<file path="src/rtl/rom_map_pkg.sv">
// Shared ROM loader memory map: region indices, base/limit constants and read-back FSM types.
// Consumed by both the download selector and the upload reader so the two directions agree.
package rom_map_pkg;

   typedef enum logic [2:0] {
      REG_PROGRAM   = 3'd0,
      REG_AUDIO     = 3'd1,
      REG_GRAPHICS  = 3'd2,
      REG_DECODER   = 3'd3,
      REG_VRAM_CTRL = 3'd4,
      REG_SPRITE    = 3'd5,
      REG_TONE      = 3'd6,
      REG_UNMAPPED  = 3'd7
   } region_e;

   // Regions are contiguous and ascending; each limit is the next region's base.
   localparam logic [24:0] PROGRAM_BASE   = 25'h00000;
   localparam logic [24:0] AUDIO_BASE     = 25'h10000;
   localparam logic [24:0] GRAPHICS_BASE  = 25'h14000;
   localparam logic [24:0] DECODER_BASE   = 25'h14800;
   localparam logic [24:0] VRAM_CTRL_BASE = 25'h14900;
   localparam logic [24:0] SPRITE_BASE    = 25'h14920;
   localparam logic [24:0] TONE_BASE      = 25'h14940;
   localparam logic [24:0] MAP_LIMIT      = 25'h14960;

   localparam logic [7:0] FILL_BYTE_DEFAULT = 8'hFF;

   typedef enum logic [1:0] {
      ST_IDLE    = 2'd0,
      ST_FETCH   = 2'd1,
      ST_CAPTURE = 2'd2
   } rd_state_e;

endpackage

</file>
<file path="src/rtl/rom_map_decode.sv">
// Combinational loader-map decode: 25-bit byte address to region index, region offset,
// mapped flag and nibble-wide flag (the decoder PROM only stores 4 bits per byte).
module rom_map_decode
   import rom_map_pkg::*;
(
   input  logic [24:0] addr_i,
   output region_e     region_o,
   output logic [15:0] offset_o,
   output logic        mapped_o,
   output logic        nibble_o
);

   logic [24:0] base;

   always_comb begin
      region_o = REG_UNMAPPED;
      base     = '0;
      if (addr_i < AUDIO_BASE) begin
         region_o = REG_PROGRAM;
         base     = PROGRAM_BASE;
      end else if (addr_i < GRAPHICS_BASE) begin
         region_o = REG_AUDIO;
         base     = AUDIO_BASE;
      end else if (addr_i < DECODER_BASE) begin
         region_o = REG_GRAPHICS;
         base     = GRAPHICS_BASE;
      end else if (addr_i < VRAM_CTRL_BASE) begin
         region_o = REG_DECODER;
         base     = DECODER_BASE;
      end else if (addr_i < SPRITE_BASE) begin
         region_o = REG_VRAM_CTRL;
         base     = VRAM_CTRL_BASE;
      end else if (addr_i < TONE_BASE) begin
         region_o = REG_SPRITE;
         base     = SPRITE_BASE;
      end else if (addr_i < MAP_LIMIT) begin
         region_o = REG_TONE;
         base     = TONE_BASE;
      end
   end

   assign mapped_o = (region_o != REG_UNMAPPED);
   assign nibble_o = (region_o == REG_DECODER);
   assign offset_o = mapped_o ? 16'(addr_i - base) : 16'h0000;

endmodule

</file>
<file path="src/rtl/ioctl_upload_reader.sv">
// HPS upload read-back engine: fetches loader-map bytes from dpram port b and returns them on IOCTL_DIN.
// Optional running byte checksum on CHECKSUM is built only when UPLOAD_CHECKSUM_EN is defined.
module ioctl_upload_reader
   import rom_map_pkg::*;
#(
   parameter int         RD_LAT    = 1,
   parameter logic [7:0] FILL_BYTE = FILL_BYTE_DEFAULT
) (
   input  logic        CLK,
   input  logic        RESET_N,
   input  logic        IOCTL_UPLOAD,
   input  logic        IOCTL_RD,
   input  logic [24:0] IOCTL_ADDR,
   output logic [7:0]  IOCTL_DIN,
   output logic        IOCTL_WAIT,
   output logic        MEM_RD,
   output logic [2:0]  MEM_SEL,
   output logic [15:0] MEM_ADDR,
   input  logic [7:0]  MEM_DATA,
   output logic        OVERRUN,
   output logic [15:0] CHECKSUM
);

   rd_state_e   state_q, state_d;
   logic [1:0]  cnt_q, cnt_d;
   logic [7:0]  din_q, din_d;
   logic        wait_q, wait_d;
   logic        mem_rd_q, mem_rd_d;
   logic [2:0]  sel_q, sel_d;
   logic [15:0] addr_q, addr_d;
   logic        fill_q, fill_d;
   logic        nib_q, nib_d;
   logic        overrun_q, overrun_d;
   logic        upload_q;

   region_e     dec_region;
   logic [15:0] dec_offset;
   logic        dec_mapped;
   logic        dec_nibble;

   logic        accept;
   logic        upload_rise;

   rom_map_decode u_decode (
      .addr_i   (IOCTL_ADDR),
      .region_o (dec_region),
      .offset_o (dec_offset),
      .mapped_o (dec_mapped),
      .nibble_o (dec_nibble)
   );

   assign accept      = (state_q == ST_IDLE) && IOCTL_UPLOAD && IOCTL_RD;
   assign upload_rise = IOCTL_UPLOAD && !upload_q;

   always_ff @(posedge CLK or negedge RESET_N) begin
      if (!RESET_N) begin
         state_q <= ST_IDLE;
      end else begin
         state_q <= state_d;
      end
   end

   // Dropping the upload window always wins over a pending capture.
   always_comb begin
      state_d = state_q;
      case (state_q)
         ST_IDLE: begin
            if (accept) state_d = dec_mapped ? ST_FETCH : ST_CAPTURE;
         end
         ST_FETCH: begin
            if (!IOCTL_UPLOAD)      state_d = ST_IDLE;
            else if (cnt_q == 2'd1) state_d = ST_CAPTURE;
         end
         ST_CAPTURE: state_d = ST_IDLE;
         default:    state_d = ST_IDLE;
      endcase
   end

   always_comb begin
      cnt_d     = cnt_q;
      din_d     = din_q;
      wait_d    = wait_q;
      mem_rd_d  = 1'b0;
      sel_d     = sel_q;
      addr_d    = addr_q;
      fill_d    = fill_q;
      nib_d     = nib_q;
      overrun_d = overrun_q;
      case (state_q)
         ST_IDLE: begin
            if (accept) begin
               sel_d    = dec_region;
               addr_d   = dec_offset;
               fill_d   = !dec_mapped;
               nib_d    = dec_nibble;
               mem_rd_d = dec_mapped;
               wait_d   = 1'b1;
               cnt_d    = 2'(RD_LAT);
            end
         end
         ST_FETCH: begin
            cnt_d = cnt_q - 2'd1;
            if (!IOCTL_UPLOAD) wait_d = 1'b0;
         end
         ST_CAPTURE: begin
            wait_d = 1'b0;
            if (IOCTL_UPLOAD) begin
               if (fill_q)     din_d = FILL_BYTE;
               else if (nib_q) din_d = {4'h0, MEM_DATA[3:0]};
               else            din_d = MEM_DATA;
            end
         end
         default: wait_d = 1'b0;
      endcase
      if (upload_rise)
         overrun_d = 1'b0;
      else if ((state_q != ST_IDLE) && IOCTL_UPLOAD && IOCTL_RD)
         overrun_d = 1'b1;
   end

   always_ff @(posedge CLK or negedge RESET_N) begin
      if (!RESET_N) begin
         cnt_q     <= '0;
         din_q     <= '0;
         wait_q    <= 1'b0;
         mem_rd_q  <= 1'b0;
         sel_q     <= '0;
         addr_q    <= '0;
         fill_q    <= 1'b0;
         nib_q     <= 1'b0;
         overrun_q <= 1'b0;
         upload_q  <= 1'b0;
      end else begin
         cnt_q     <= cnt_d;
         din_q     <= din_d;
         wait_q    <= wait_d;
         mem_rd_q  <= mem_rd_d;
         sel_q     <= sel_d;
         addr_q    <= addr_d;
         fill_q    <= fill_d;
         nib_q     <= nib_d;
         overrun_q <= overrun_d;
         upload_q  <= IOCTL_UPLOAD;
      end
   end

`ifdef UPLOAD_CHECKSUM_EN
   logic [15:0] csum_q, csum_d;
   logic        commit;

   assign commit = (state_q == ST_CAPTURE) && IOCTL_UPLOAD;

   always_comb begin
      csum_d = csum_q;
      if (upload_rise)  csum_d = '0;
      else if (commit)  csum_d = csum_q + {8'h00, din_d};
   end

   always_ff @(posedge CLK or negedge RESET_N) begin
      if (!RESET_N) csum_q <= '0;
      else          csum_q <= csum_d;
   end

   assign CHECKSUM = csum_q;
`else
   assign CHECKSUM = 16'h0000;
`endif

   assign IOCTL_DIN  = din_q;
   assign IOCTL_WAIT = wait_q;
   assign MEM_RD     = mem_rd_q;
   assign MEM_SEL    = sel_q;
   assign MEM_ADDR   = addr_q;
   assign OVERRUN    = overrun_q;

endmodule

</file>
<file path="config.mk">
export PLATFORM = sky130hd
export DESIGN_NAME = ioctl_upload_reader
export DESIGN_NICKNAME = d
export VERILOG_FILES = /design/src/rtl/rom_map_pkg.sv /design/src/rtl/rom_map_decode.sv /design/src/rtl/ioctl_upload_reader.sv
export SDC_FILE = /design/constraint.sdc
export NUM_CORES = 1
export LEC_CHECK = 0
export ABC_CLOCK_PERIOD_IN_PS = 2340
export CORE_UTILIZATION = 47
export CTS_BUF_LIST = sky130_fd_sc_hd__clkbuf_16
export CTS_CLUSTER_DIAMETER = 40
export DETAILED_ROUTE_END_ITERATION = 6
export PLACE_DENSITY = 0.86
export SLEW_MARGIN = 40
export SYNTH_ARGS = -nofsm -noshare
export SYNTH_HDL_FRONTEND = slang
export SYNTH_SLANG_ARGS = --single-unit
</file>
<file path="constraint.sdc">
create_clock -name CLK -period 2.34 [get_ports CLK]
set_clock_uncertainty 0.1 [all_clocks]
set_input_delay 0.468 -clock CLK [delete_from_list [all_inputs] [get_ports CLK]]
set_output_delay 0.468 -clock CLK [all_outputs]
set_load 0.1 [all_outputs]
</file>
-- After elaboration in Yosys (flattened, before gate mapping)
Cells that the tools add are included.
- register bits: 37
- logic and storage cells: 75
- input bits: 37
- equality and inequality tests: 8
- add/sub/neg operators: 2
- reductions and logical operators: 16
- mux-type cells: 31
- $lt $le $gt $ge: 7
- operators by type and width (cell ; number):
    $lt 25x17->1 const B ; 7
    $mux 16 ; 7
    $mux 3 ; 6
    $mux 8 ; 2
    $sub 16x16->16 ; 1
    $mux 15 ; 1
    $mux 2 ; 5
    $reduce_and 2->1 ; 5
    $pmux 2 s2 ; 2
    $mux 1 ; 7
    $ne 3x3->1 const B ; 2
    $reduce_bool 2->1 ; 3
    $logic_and 1x1->1 ; 5
    $eq 2x1->1 const B ; 2
    $ne 2x2->1 const B ; 2
    $eq 3x2->1 const B ; 1
    $eq 2x2->1 const B ; 1
    $logic_not 1->1 ; 2
    $logic_not 2->1 ; 1
    $pmux 1 s2 ; 1
    $sub 2x1->2 const B ; 1

-- Longest topological paths before layout
Gate-level depths: netlist of run 1.
- depth after elaboration: 12
- depth in mapped cells: 12
- depth with buffers taken out: 12

-- Hierarchy
A second synthesis of run 1 with hierarchy kept.
- cells, all modules: 221
- area, all modules: 2301.0 um^2
- modules (own cells, without submodules) (module ; instances ; area each (um^2) ; seq. area each (um^2) ; cells an instance):
    ioctl_upload_reader ; 1 ; 1640.3 ; 925.9 ; 132
    rom_map_decode ; 1 ; 660.6 ; 0.0 ; 89

-- Worst setup path after synthesis of run 1
No wires, ideal clock.
- path kind: in2reg
- from: input port IOCTL_ADDR[22]
- to: register addr_q[15], in the netlist MEM_ADDR[15]
- slack: -0.693 ns
- arrival: 2.838 ns
- stages on the path: 12
- setup time: 0.096 ns
- path buffers: 1
- cells stage by stage: nor4_4 -> o211ai_1 -> o21bai_4 -> or2_1 -> buf_6 -> or3_1 -> ha_1 -> o31ai_1 -> nand4b_1 -> a21oi_1 -> xnor2_1 -> o31ai_1
- cells in the longest elaborated chain, start to end: 10
- RTL lines (item ; RTL line ; RTL):
    start, declared ; ioctl_upload_reader.sv:13 ; input logic [24:0] IOCTL_ADDR,
    $lt 25x17->1 ; rom_map_decode.sv:36 ; end else if (addr_i < MAP_LIMIT) begin
    $mux 15 / $mux 1 (equally long branches) ; rom_map_decode.sv:36 ;
    $mux 16 / $mux 3 (equally long branches) ; rom_map_decode.sv:33 ; end else if (addr_i < TONE_BASE) begin
    $mux 16 / $mux 3 (equally long branches) ; rom_map_decode.sv:30 ; end else if (addr_i < SPRITE_BASE) begin
    $mux 16 / $mux 3 (equally long branches) ; rom_map_decode.sv:27 ; end else if (addr_i < VRAM_CTRL_BASE) begin
    $mux 16 / $mux 3 (equally long branches) ; rom_map_decode.sv:24 ; end else if (addr_i < DECODER_BASE) begin
    $mux 16 / $mux 3 (equally long branches) ; rom_map_decode.sv:21 ; end else if (addr_i < GRAPHICS_BASE) begin
    $mux 16 / $mux 3 (equally long branches) ; rom_map_decode.sv:18 ; if (addr_i < AUDIO_BASE) begin
    $sub 16x16->16 / $ne 3x3->1 (equally long branches) ; rom_map_decode.sv:44, rom_map_decode.sv:42 ;
    $mux 16 (*) ; rom_map_decode.sv:44 ; assign offset_o = mapped_o ? 16'(addr_i - base) : 16'h0000;
    end signal, assigned ; ioctl_upload_reader.sv:139 ; addr_q <= addr_d;
    end, declared ; ioctl_upload_reader.sv:30 ; logic [15:0] addr_q, addr_d;
Every way passes the cells marked *; elsewhere a longest branch is shown, timed or not.
A chain may end at the register's enable or synchronous reset.

-- Worst setup path in the final report of run 1
- from: input port IOCTL_ADDR[13]
- to: register addr_q[13], in the netlist MEM_ADDR[13]
The elaborated chain is that of the path after synthesis.

==> results of run 1 <==
worst max-delay path by stage:
stage / endpoint
2_1_floorplan: MEM_ADDR[15]
3_3_place_gp: MEM_ADDR[15]
3_5_place_dp: MEM_ADDR[15]
4_1_cts: MEM_ADDR[15]
5_1_grt: MEM_ADDR[13]
6_report: MEM_ADDR[13]
layer usage:
layer	global-route usage [%]	wire, um
met4	17.2	335
met5	0	0
met3	6.67	468
met2	51.2	3490
met1	35.9	2740
state kept, by name, indices dropped and copies added, names as in the netlist:
register,flops
IOCTL_DIN,8
IOCTL_WAIT,1
MEM_ADDR,16
MEM_RD,1
MEM_SEL,3
OVERRUN,1
cnt_q,2
fill_q,1
nib_q,1
state_q,2
upload_q,1
power by group through the flow:
| stage | clock network [uW] | logic, uW | registers, uW |
|---|---|---|---|
| after floorplan | 0 | 227 | 1010 |
| after global placement | 0 | 702 | 715 |
| after detailed placement | 0 | 710 | 717 |
| after CTS | 647 | 718 | 706 |
| after global routing | 683 | 779 | 712 |
| final | 652 | 747 | 707 |
synthesized netlist by cell type (2+ instances only):
| cell type | instances |
|---|---|
| or2_1 | 2 |
| nand3b_1 | 2 |
| o21ai_0 | 17 |
| or3_1 | 3 |
| nor4_1 | 2 |
| nand2_1 | 44 |
| o21ai_1 | 5 |
| nor4_4 | 2 |
| inv_1 | 7 |
| nand2b_1 | 3 |
| or2_2 | 2 |
| buf_4 | 16 |
| clkbuf_1 | 7 |
| nand3_1 | 5 |
| o31ai_1 | 12 |
| nor3_1 | 4 |
| xor2_1 | 4 |
| nor2_1 | 11 |
| a21oi_1 | 11 |
| o211ai_1 | 3 |
| ha_1 | 6 |
| xnor2_1 | 5 |
| nand4b_1 | 2 |
| dfrtp_1 | 37 |
cell type report:
class                      instances  area, um^2
fill                             252         742
tap                               50        62.6
sequential                        37         926
multi-input combinational        173        1210
clock buffer                       5         125
timing repair buffer             119        1000
clock inverter                     3        17.5
inverter                           7        26.3
per-stage QoR:
stage	utilization (%)	instance area, um^2	TNS, ns
3_3_place_gp	71.1	2930	-11.03
4_1_cts	80.0	3290	-5.12
5_1_grt	82.0	3370	-6.48
6_report	82.0	3370	-5.42
2_1_floorplan	-	2190	-3.28
3_5_place_dp	71.1	2930	-13.23
placed cells by master (no fill, tap or decap), types with 3 or more instances in the layout:
cell             netlist  layout
o211ai_1               3       3
buf_2                  1       4
a21oi_1               11      10
clkdlybuf4s50_1        0      18
nor3_1                 4       3
clkbuf_16              0       5
dfrtp_1               37      37
xnor2_1                5       5
buf_6                  1      14
nand3_1                5       4
conb_1                 1      16
xor2_1                 4       4
o21ai_1                5       6
nand2_1               44      39
nor2_1                11       9
clkdlybuf4s15_1        0       3
nor4_4                 2       4
o31ai_1               12      11
buf_4                 16      76
ha_4                   0       3
inv_1                  7       6
nand2_2                0       5
o21ai_0               17      15
critical path, cell delays in order:
cell	delay, ns
buf_8	0.10
nor4bb_4	0.31
nand4_1	0.18
or2_4	0.30
nor4_4	0.19
ha_2	0.26
inv_2	0.05
fa_2	0.39
o211ai_1	0.25
buf_4	0.16
nand3_2	0.07
xor2_1	0.17
o31ai_1	0.26
cell families after synthesis:
group,Yosys count,synth area share (%)
DFF,37,44.6
adders and majority gates,7,4.58
muxes,1,0.542
and+or+nand+nor,87,21.3
AOI/OAI and AO/OA,53,15.7
buffers and inverters,33,9.28
other,1,0.181
xor gates and xnor gates,9,3.79
what timing repair did:
action	in CTS	in global routing
pin swaps	18	29
gates cloned	0	0
buffers inserted	26	6
gates resized for setup	79	24
endpoints found under the hold margin	0	0
endpoints found under the setup margin	12	12
==> flow_summary.rst, run 1 <==
.. list-table::
   :header-rows: 1

   * - Metric
     - Value
   * - Run status
     - finished with violations
   * - Violations in the final reports
     - setup timing
   * - Synth cell types
     - 40
   * - Switching power total
     - 850 uW
   * - Mean routed wirelength per cell
     - 17.9 um
   * - Number of cells in the finished layout apart from fillers
     - 394
   * - Fraction of power spent switching nets
     - 40.4%
   * - Ratio of routed vias to standard cells
     - 5.54
   * - Total CTS buffers
     - 5
   * - Synth-to-layout area growth
     - 62.4%
   * - Worst Path Max Fanout
     - 2
   * - Mapped cell area
     - 2080 um^2
   * - Global Route Usage Sum
     - 30.6%
   * - Count of warnings emitted by yosys
     - 0
   * - Setup-violating endpoint count in the final report
     - 11
   * - Reg-to-reg slack, setup
     - 0.49 ns
   * - CTS tree
     - done
   * - Path category of the worst min-delay check
     - input pin to asynchronous set/reset pin
   * - R2R Path End
     - MEM_ADDR[12]
   * - Clock tree root driver cell
     - clkbuf_16
   * - Number of hold buffers added after CTS
     - 0
   * - Area share of the largest cell type after synthesis
     - 44.6%
   * - Clock share of power
     - 30.9%
   * - Initial standard-cell utilization of the core
     - 50.5%
   * - Total core area
     - 4120 um^2
   * - RSZ-0062 raised after global routing
     - yes
   * - Number of hold-slack violations in the final timing report
     - 0
   * - Final net count
     - 387
   * - Nature of the critical path startpoint
     - input pin
   * - Clock period minus final worst setup slack
     - 3.08 ns
   * - Lkg Pwr
     - 0.00154 uW
   * - Final clock period utilization by the worst path
     - 132%
   * - Category of the worst setup path capture point
     - flop
   * - Number of antenna diodes
     - 0
   * - Depth of the worst register-to-register path
     - 4
   * - Source-to-sink clock delay at the later pin of the worst-skew pair
     - 0.29 ns
   * - Num ports
     - 83
   * - Syn Inst Count
     - 228
   * - Ratio of cells with drive above 1 in the final layout
     - 40.1%
   * - Peak Freq
     - 324 MHz
   * - Async set-or-reset flop fraction in the synthesized netlist
     - 100%
   * - Sequential fraction of design power
     - 33.6%
   * - Starting DRT DRC Count
     - 160
   * - Sequential area share after synthesis
     - 44.6%
   * - Combinational share of power
     - 35.5%
   * - Post-CTS clock slew at the launch and capture registers of the worst setup and hold paths
     - 0.06 ns
   * - Post-synth top area cell
     - dfrtp_1
   * - Residual antenna-violating net count after detailed routing
     - 0
   * - Detail Placement HPWL
     - 3.79 mm
   * - Die Y-Extent
     - 68.5 um
   * - Global placement routability congestion
     - 0.830
   * - Category of the most critical setup path
     - input pin to flop
   * - Quantity of I/O buffers inserted on ports
     - 66
   * - Final Routed Wirelength
     - 7.03 mm
   * - Max-slew violation count
     - 0
   * - Area of the die
     - 4690 um^2
   * - VDD IR max
     - 346 uV
   * - Critical path origin
     - IOCTL_ADDR[13]
   * - Depth of the CTS H-tree
     - 2
   * - First-pass GRT wire length
     - 10.3 mm
   * - Number of antenna violations at the first check in global routing
     - 0
   * - Synth top area cells
     - dfrtp_1, nand2_1, buf_4, o31ai_1, o21ai_0
   * - Clock sinks
     - 37
   * - Mean cell area of the mapped netlist
     - 9.11 um^2
   * - Reg2reg start
     - state_q[0]
   * - Post-route worst hold slack
     - 0.0348 ns
   * - Die span in x
     - 68.5 um
   * - Power density normalized to cell area
     - 624 nW/um^2
   * - Number of core rows
     - 23
   * - Required time of the worst setup path
     - 2.42 ns
   * - Max Root-Sink Buffers
     - 2
   * - DRC errors left
     - 0
   * - DP Worst Slack
     - -1.24 ns
   * - Ys flop type
     - dfrtp_1
   * - Flip-flop and latch count after synthesis
     - 37
   * - Pin count of the biggest net entering global routing
     - 38
   * - Measured slew at the worst slew-check pin
     - 0.617 ns
   * - DRT Pass-1 Iters
     - 4
   * - Arrival time at the worst endpoint
     - 3.16 ns
   * - Cell-internal power
     - 1260 uW
   * - Count of flip-flops with a built-in enable after synthesis
     - 0
   * - Slew HR
     - 58.9%
   * - Power after layout
     - 2110 uW
   * - Remaining global-route overflow
     - 0
   * - Max-cap violation count
     - 0
   * - Via total after detailed routing
     - 2181
   * - Via count of the first global-routing pass
     - 2140
   * - Dpl cells
     - 368
   * - PnR worst setup slack
     - -0.745 ns
Power figures use the tool's default switching activity.
==> inputs of run 2 (changes only) <==
--- a/config.mk
+++ b/config.mk
@@ -6,11 +6,12 @@
 export NUM_CORES = 1
 export LEC_CHECK = 0
 export ABC_CLOCK_PERIOD_IN_PS = 2340
-export CORE_UTILIZATION = 47
+export CORE_UTILIZATION = 50
 export CTS_BUF_LIST = sky130_fd_sc_hd__clkbuf_16
 export CTS_CLUSTER_DIAMETER = 40
 export DETAILED_ROUTE_END_ITERATION = 6
-export PLACE_DENSITY = 0.86
+export DONT_BUFFER_PORTS = 1
+export PLACE_DENSITY = 0.65
 export SLEW_MARGIN = 40
 export SYNTH_ARGS = -nofsm -noshare
 export SYNTH_HDL_FRONTEND = slang
==> flow_summary.rst, run 2 (synthesized netlist as in run 1, its figures left out) <==
.. list-table::
   :header-rows: 1

   * - Metric
     - Value
   * - Category of the worst setup path capture point
     - flop
   * - Area of combinational cells with multiple inputs
     - 1150 um^2 (-5.1%)
   * - Detail Placement HPWL
     - 3.33 mm (-12%)
   * - GR peak layer
     - met2
   * - Required time of the worst setup path
     - 2.43 ns (about the same)
   * - Final clock period utilization by the worst path
     - 116% (-16 points)
   * - Synth-to-layout area growth
     - 36.3%
   * - Area of the die
     - 4420 um^2 (-5.8%)
   * - Die Y-Extent
     - 66.5 um (-3.0%)
   * - DRT Pass-1 Iters
     - 6 (+2)
   * - Reg-to-reg slack, setup
     - 0.55 ns (+0.06 ns)
   * - Num ports
     - 83 (unchanged)
   * - Number of hold-slack violations in the final timing report
     - 0 (unchanged)
   * - Met2 capacity usage during global routing
     - 38.9% (-12 points)
   * - Critical path origin
     - IOCTL_ADDR[18]
   * - Sequential fraction of design power
     - 31.9% (-1.7 points)
   * - Depth of the CTS H-tree
     - 2 (unchanged)
   * - Min-delay src
     - IOCTL_UPLOAD
   * - Power density normalized to cell area
     - 773 nW/um^2 (+24%)
   * - Slew HR
     - 60.0% (+1.1 points)
   * - First-pass GRT wire length
     - 7.40 mm (-28%)
   * - Initial standard-cell utilization of the core
     - 51.9% (+1.5 points)
   * - Category of the most critical setup path
     - input pin to flop
   * - Number of antenna diodes
     - 0 (unchanged)
   * - Residual antenna-violating net count after detailed routing
     - 0 (unchanged)
   * - Measured slew at the worst slew-check pin
     - 0.601 ns (-0.0162 ns)
   * - Post-CTS clock slew at the launch and capture registers of the worst setup and hold paths
     - 0.06 ns (about the same)
   * - CTS tree
     - done
   * - Source-to-sink clock delay at the later pin of the worst-skew pair
     - 0.27 ns (-0.02 ns)
   * - Violations in the final reports
     - DRC, setup timing
   * - Die span in x
     - 66.5 um (-3.0%)
   * - Via count of the first global-routing pass
     - 1571 (-27%)
   * - Remaining global-route overflow
     - 0 (unchanged)
   * - Arrival time at the worst endpoint
     - 2.80 ns (-0.36 ns)
   * - Final net count
     - 327 (-16%)
   * - Ratio of cells with drive above 1 in the final layout
     - 33.1% (-7.0 points)
   * - Clock period minus final worst setup slack
     - 2.71 ns (-0.374 ns)
   * - RSZ-0062 raised after global routing
     - yes
   * - Number of antenna violations at the first check in global routing
     - 0 (unchanged)
   * - PnR worst setup slack
     - -0.371 ns (+0.374 ns)
   * - Starting DRT DRC Count
     - 111 (-31%)
   * - Clock share of power
     - 39.0% (+8.1 points)
   * - Mean routed wirelength per cell
     - 14.5 um (-19%)
   * - Clock sinks
     - 37 (unchanged)
   * - Combinational share of power
     - 29.1% (-6.4 points)
   * - Dpl cells
     - 317 (-14%)
   * - Max Root-Sink Buffers
     - 2 (unchanged)
   * - Number of cells in the finished layout apart from fillers
     - 334 (-15%)
   * - Switching power total
     - 778 uW (-8.5%)
   * - Reg2reg start
     - state_q[0]
   * - Nature of the critical path startpoint
     - input pin
   * - Max-cap violation count
     - 0 (unchanged)
   * - Commonest non-fill, non-tap cell in the layout
     - buf_4
   * - Cell-internal power
     - 1410 uW (+12%)
   * - DRC errors left
     - 2 (+2)
   * - Clock tree root driver cell
     - clkbuf_16
   * - Global Route Usage Sum
     - 22.9% (-7.7 points)
   * - Max-slew violation count
     - 0 (unchanged)
   * - Final Routed Wirelength
     - 4.83 mm (-31%)
   * - Setup-violating endpoint count in the final report
     - 9 (-2)
   * - Number of core rows
     - 23 (unchanged)
   * - Storage element area
     - 926 um^2 (unchanged)
   * - Pin count of the biggest net entering global routing
     - 38 (unchanged)
   * - Peak Freq
     - 369 MHz (+14%)
   * - Run status
     - finished with violations
   * - VDD IR max
     - 397 uV (+15%)
   * - Ratio of routed vias to standard cells
     - 5.21 (-5.8%)
   * - Global placement routability congestion
     - 0.795 (-4.3%)
   * - Commonest non-fill, non-tap cells in the layout
     - buf_4, nand2_1, dfrtp_1
   * - Total CTS buffers
     - 5 (unchanged)
   * - Path category of the worst min-delay check
     - input pin to flop
   * - Largest register FFs
     - 16 (unchanged)
   * - Power after layout
     - 2190 uW (+3.8%)
   * - Quantity of I/O buffers inserted on ports
     - 0 (-100%)
   * - Fraction of power spent switching nets
     - 35.6% (-4.8 points)
   * - GR Util met1
     - 27.3% (-8.6 points)
   * - Lkg Pwr
     - 0.00126 uW (-18%)
   * - Total core area
     - 4000 um^2 (-2.8%)
   * - Via total after detailed routing
     - 1741 (-20%)
   * - Filler Cell Count
     - 313 (+24%)
   * - Worst Path Max Fanout
     - 3 (+1)
   * - Met3 global-route usage
     - 7.53% (+0.87 points)
run 2: final cells by class:
cell class              count  share of cell area (%)
clock buffers               5                    4.42
clock inverters             3                    2.30
inverters                   7                   0.928
multi-input cells         173                    40.7
flip-flops and latches     37                    32.7
well taps                  50                    2.21
repair buffers             59                    16.7
run 2: per-layer routing:
layer  part of all wire, %  routed length [um]
met5                     0                   0
met4                     0                   0
met3                   6.7                 325
met2                    52                2500
met1                    42                2010
run 2: through the flow:
stage	instance area (um^2)	hold WS (ns)	setup WS (ns)	setup TNS [ns]	util (%)
2_1_floorplan	2190	0.0724	-0.541	-3.28	-
3_3_place_gp	2460	0.0731	-0.622	-4.50	61.5
3_5_place_dp	2460	0.0734	-0.676	-5.16	61.5
4_1_cts	2770	0.115	-0.288	-1.73	69.1
5_1_grt	2830	0.111	-0.463	-2.99	70.8
6_report	2830	0.119	-0.371	-2.15	70.8
run 2: worst max-delay path, cell delays in order:
cell and delay [ns]:
nor4_4 0.30, nand4_1 0.17, or2_4 0.27, nor4_2 0.15, ha_2 0.23, inv_2 0.05
fa_2 0.34, o211ai_1 0.25, nand4b_1 0.15, a21oi_2 0.16, xnor2_1 0.07, o31ai_1 0.17
run 2: what timing repair did:
item,CTS,global route
resized for setup,12,11
endpoints found under the setup margin,9,9
buffers inserted,5,5
endpoints found under the hold margin,37,0
pin swaps,15,15
hold buffers,2,0
cloned,0,0
run 2: path summary, 6_finish.rpt:
kind	to	depth (start not counted)
worst max-delay path	MEM_ADDR[15]	12
worst min-delay path	upload_q	0
worst max register to register	MEM_ADDR[9]	4
worst min register to register	cnt_q[0]	1
max in group asynchronous	IOCTL_DIN[1]	2
min in group asynchronous	MEM_ADDR[8]	2
run 2: power by group through the flow:
stage | clock [uW] | combinational, uW | sequential (uW)
after global placement | 0 | 601 | 708
after CTS | 869 | 629 | 699
after detailed placement | 0 | 605 | 710
after floorplan | 0 | 227 | 1010
final | 853 | 635 | 699
after global routing | 895 | 662 | 702
==> inputs of run 3 (changes only) <==
--- a/config.mk
+++ b/config.mk
@@ -5,10 +5,12 @@
 export SDC_FILE = /design/constraint.sdc
 export NUM_CORES = 1
 export LEC_CHECK = 0
-export ABC_CLOCK_PERIOD_IN_PS = 2340
+export ABC_CLOCK_PERIOD_IN_PS = 2600
+export CORE_ASPECT_RATIO = 0.5
 export CORE_UTILIZATION = 50
 export CTS_BUF_LIST = sky130_fd_sc_hd__clkbuf_16
 export CTS_CLUSTER_DIAMETER = 40
+export CTS_CLUSTER_SIZE = 40
 export DETAILED_ROUTE_END_ITERATION = 6
 export DONT_BUFFER_PORTS = 1
 export PLACE_DENSITY = 0.65
==> constraint.sdc (replaced) <==
create_clock -name CLK -period 2.6 [get_ports CLK]
set_clock_uncertainty 0.1 [all_clocks]
set_input_delay 0.52 -clock CLK [delete_from_list [all_inputs] [get_ports CLK]]
set_output_delay 0.52 -clock CLK [all_outputs]
set_load 0.1 [all_outputs]
==> flow_summary.rst, run 3 (synthesized netlist as in run 1, its figures left out) <==
.. list-table::
   :header-rows: 1

   * - Metric
     - Value
   * - Dpl cells
     - 300 (-5.4%)
   * - Lkg Pwr
     - 0.00107 uW (-16%)
   * - Detail Placement HPWL
     - 3.26 mm (-1.9%)
   * - DRT Pass-1 Iters
     - 6 (unchanged)
   * - Power density normalized to cell area
     - 672 nW/um^2 (-13%)
   * - Max Root-Sink Buffers
     - 2 (unchanged)
   * - Min-delay src
     - IOCTL_UPLOAD
   * - Required time of the worst setup path
     - 2.68 ns (+0.25 ns)
   * - Via count of the first global-routing pass
     - 1393 (-11%)
   * - Final clock period utilization by the worst path
     - 107%
   * - Depth of the worst register-to-register path
     - 4 (unchanged)
   * - Final Routed Wirelength
     - 4.61 mm (-4.7%)
   * - Cell-internal power
     - 1040 uW (-27%)
   * - Run status
     - finished with violations
   * - Clock sinks
     - 37 (unchanged)
   * - Measured slew at the worst slew-check pin
     - 0.892 ns (+0.292 ns)
   * - Path category of the worst min-delay check
     - input pin to flop
   * - Switching power total
     - 687 uW (-12%)
   * - Quantity of I/O buffers inserted on ports
     - 0 (unchanged)
   * - DP Worst Slack
     - -0.544 ns (+0.133 ns)
   * - Sequential fraction of design power
     - 48.9% (+17 points)
   * - R2R Path End
     - MEM_ADDR[8]
   * - PnR worst setup slack
     - -0.173 ns (+0.198 ns)
   * - Peak Freq
     - 361 MHz
   * - Largest register FFs
     - 16 (unchanged)
   * - Hold worst-path end
     - upload_q
   * - Starting DRT DRC Count
     - 71 (-36%)
   * - Num ports
     - 83 (unchanged)
   * - Fraction of power spent switching nets
     - 39.9% (+4.3 points)
   * - Setup-violating endpoint count in the final report
     - 6 (-3)
   * - Violations in the final reports
     - DRC, setup timing
   * - Setup TNS after final layout
     - -0.574 ns (+1.58 ns)
   * - Nature of the critical path startpoint
     - input pin
   * - Global Route Usage Sum
     - 20.8% (-2.0 points)
   * - Max-cap violation count
     - 0 (unchanged)
   * - Total CTS buffers
     - 5 (unchanged)
   * - Commonest non-fill, non-tap cell in the layout
     - nand2_1
   * - Via total after detailed routing
     - 1669 (-4.1%)
   * - Number of antenna violations at the first check in global routing
     - 0 (unchanged)
   * - Depth of the CTS H-tree
     - 2 (unchanged)
   * - Ratio of cells with drive above 1 in the final layout
     - 30.9% (-2.2 points)
   * - Clock period minus final worst setup slack
     - 2.77 ns
   * - Die span in x
     - 93.2 um (+40%)
   * - Slew HR
     - 40.5% (-19 points)
   * - Synth-to-layout area growth
     - 23.4%
   * - Number of core rows
     - 16 (-30%)
   * - RSZ-0062 raised after global routing
     - yes
   * - Initial standard-cell utilization of the core
     - 52.7% (+0.74 points)
   * - Worst Path Max Fanout
     - 4 (+1)
   * - Category of the worst setup path capture point
     - flop
   * - DRC errors left
     - 1 (-1)
   * - CTS tree
     - done
   * - Number of hold-slack violations in the final timing report
     - 0 (unchanged)
   * - VDD IR max
     - 285 uV (-28%)
   * - Number of cells in the finished layout apart from fillers
     - 313 (-6.3%)
   * - Final net count
     - 303 (-7.3%)
   * - Remaining global-route overflow
     - 0 (unchanged)
   * - Critical path origin
     - IOCTL_ADDR[15]
   * - Pin count of the biggest net entering global routing
     - 38 (unchanged)
   * - Commonest non-fill, non-tap cells in the layout
     - nand2_1, buf_4, dfrtp_2
   * - Combinational share of power
     - 18.6% (-11 points)
   * - Post-CTS clock slew at the launch and capture registers of the worst setup and hold paths
     - 0.05 ns (about the same)
   * - Number of antenna diodes
     - 0 (unchanged)
   * - Min-Delay Path Depth
     - 0 (unchanged)
   * - Clock tree root driver cell
     - clkbuf_16
   * - Max-slew violation count
     - 0 (unchanged)
   * - Reg2reg start
     - state_q[0]
   * - Arrival time at the worst endpoint
     - 2.85 ns (+0.05 ns)
   * - Total core area
     - 3940 um^2 (-1.4%)
   * - Area of the die
     - 4430 um^2 (+0.36%)
   * - Die Y-Extent
     - 47.6 um (-28%)
   * - Post-route worst hold slack
     - 0.168 ns (+0.0487 ns)
   * - Source-to-sink clock delay at the later pin of the worst-skew pair
     - 0.28 ns (about the same)
   * - Filler Cell Count
     - 332 (+6.1%)
   * - First-pass GRT wire length
     - 6.66 mm (-10%)
   * - Category of the most critical setup path
     - input pin to flop
   * - Ratio of routed vias to standard cells
     - 5.33 (+2.3%)
   * - Residual antenna-violating net count after detailed routing
     - 0 (unchanged)
   * - Mean routed wirelength per cell
     - 14.7 um (+1.7%)
   * - Global placement routability congestion
     - 0.821 (+3.3%)
   * - Reg-to-reg slack, setup
     - 0.87 ns (+0.32 ns)
   * - Clock share of power
     - 32.5% (-6.5 points)
[run 3: changes by cell type in the layout (fill, tap and decap cells not counted), sizes merged]
cell      before  now
bufinv         2    0
buf           58   34
clkinvlp       0    1
[run 3: what timing repair did]
item                                   CTS  global route
setup endpoints to repair                8             8
setup buffers                            4             0
hold buffers                             2             0
endpoints found under the hold margin   37             0
pin swaps                               13             1
resized for setup                        5             2
[run 3: layer usage]
metal / vias up / global-route usage (%) / part of all wire (%)
li1: 815 / - / -
met1: 791 / 27.6 / 48
met2: 61 / 33.4 / 45
met3: 2 / 7.94 / 6.3
met4: 0 / 4.62 / 0.41
met5: - / 0 / 0
[run 3: worst max path at each step]
stage                        end  depth (start not counted)  slack (ns)
finish              MEM_ADDR[15]                         12       -0.17
global route        MEM_ADDR[15]                         12       -0.38
CTS                 MEM_ADDR[15]                         12       -0.17
detailed placement  MEM_ADDR[15]                         12       -0.54
global placement    MEM_ADDR[15]                         12       -0.44
floorplan           MEM_ADDR[15]                         12       -0.33
[run 3: worst max-delay path, stage by stage]
cell,delay (ns)
nor4bb_4,0.29
nand4_1,0.18
or2_4,0.29
nor4_4,0.13
ha_2,0.21
inv_2,0.04
fa_2,0.34
o211ai_1,0.26
nand4b_1,0.15
a21oi_2,0.16
xnor2_1,0.08
o31ai_1,0.21
[run 3: power groups by stage]
stage	Clock (uW)	Combinational, uW	Sequential (uW)
2_1_floorplan	0	205	908
3_3_place_gp	0	297	844
3_5_place_dp	0	301	847
4_1_cts	579	321	837
5_1_grt	602	342	848
6_report	560	320	842
[run 3: area by class of cell]
class                           instances  area (um^2)  share of cell area, %
Timing Repair Buffer                   35          278                   10.8
Sequential cell                        37          950                   37.1
Multi-Input combinational cell        173         1100                   43.1
Clock inverter                          2         11.3                  0.439
Clock buffer                            5          125                   4.88
Inverter                                7         26.3                   1.03
Tap cell                               54         67.6                   2.64
[run 3: through the flow]
step	power (uW)	utilization [%]	instance area, um^2
global placement	1140	58.5	2310
CTS	1740	64.1	2530
detailed placement	1150	58.5	2310
global route	1790	65.0	2560
finish	1720	65.0	2560
floorplan	1110	-	2190
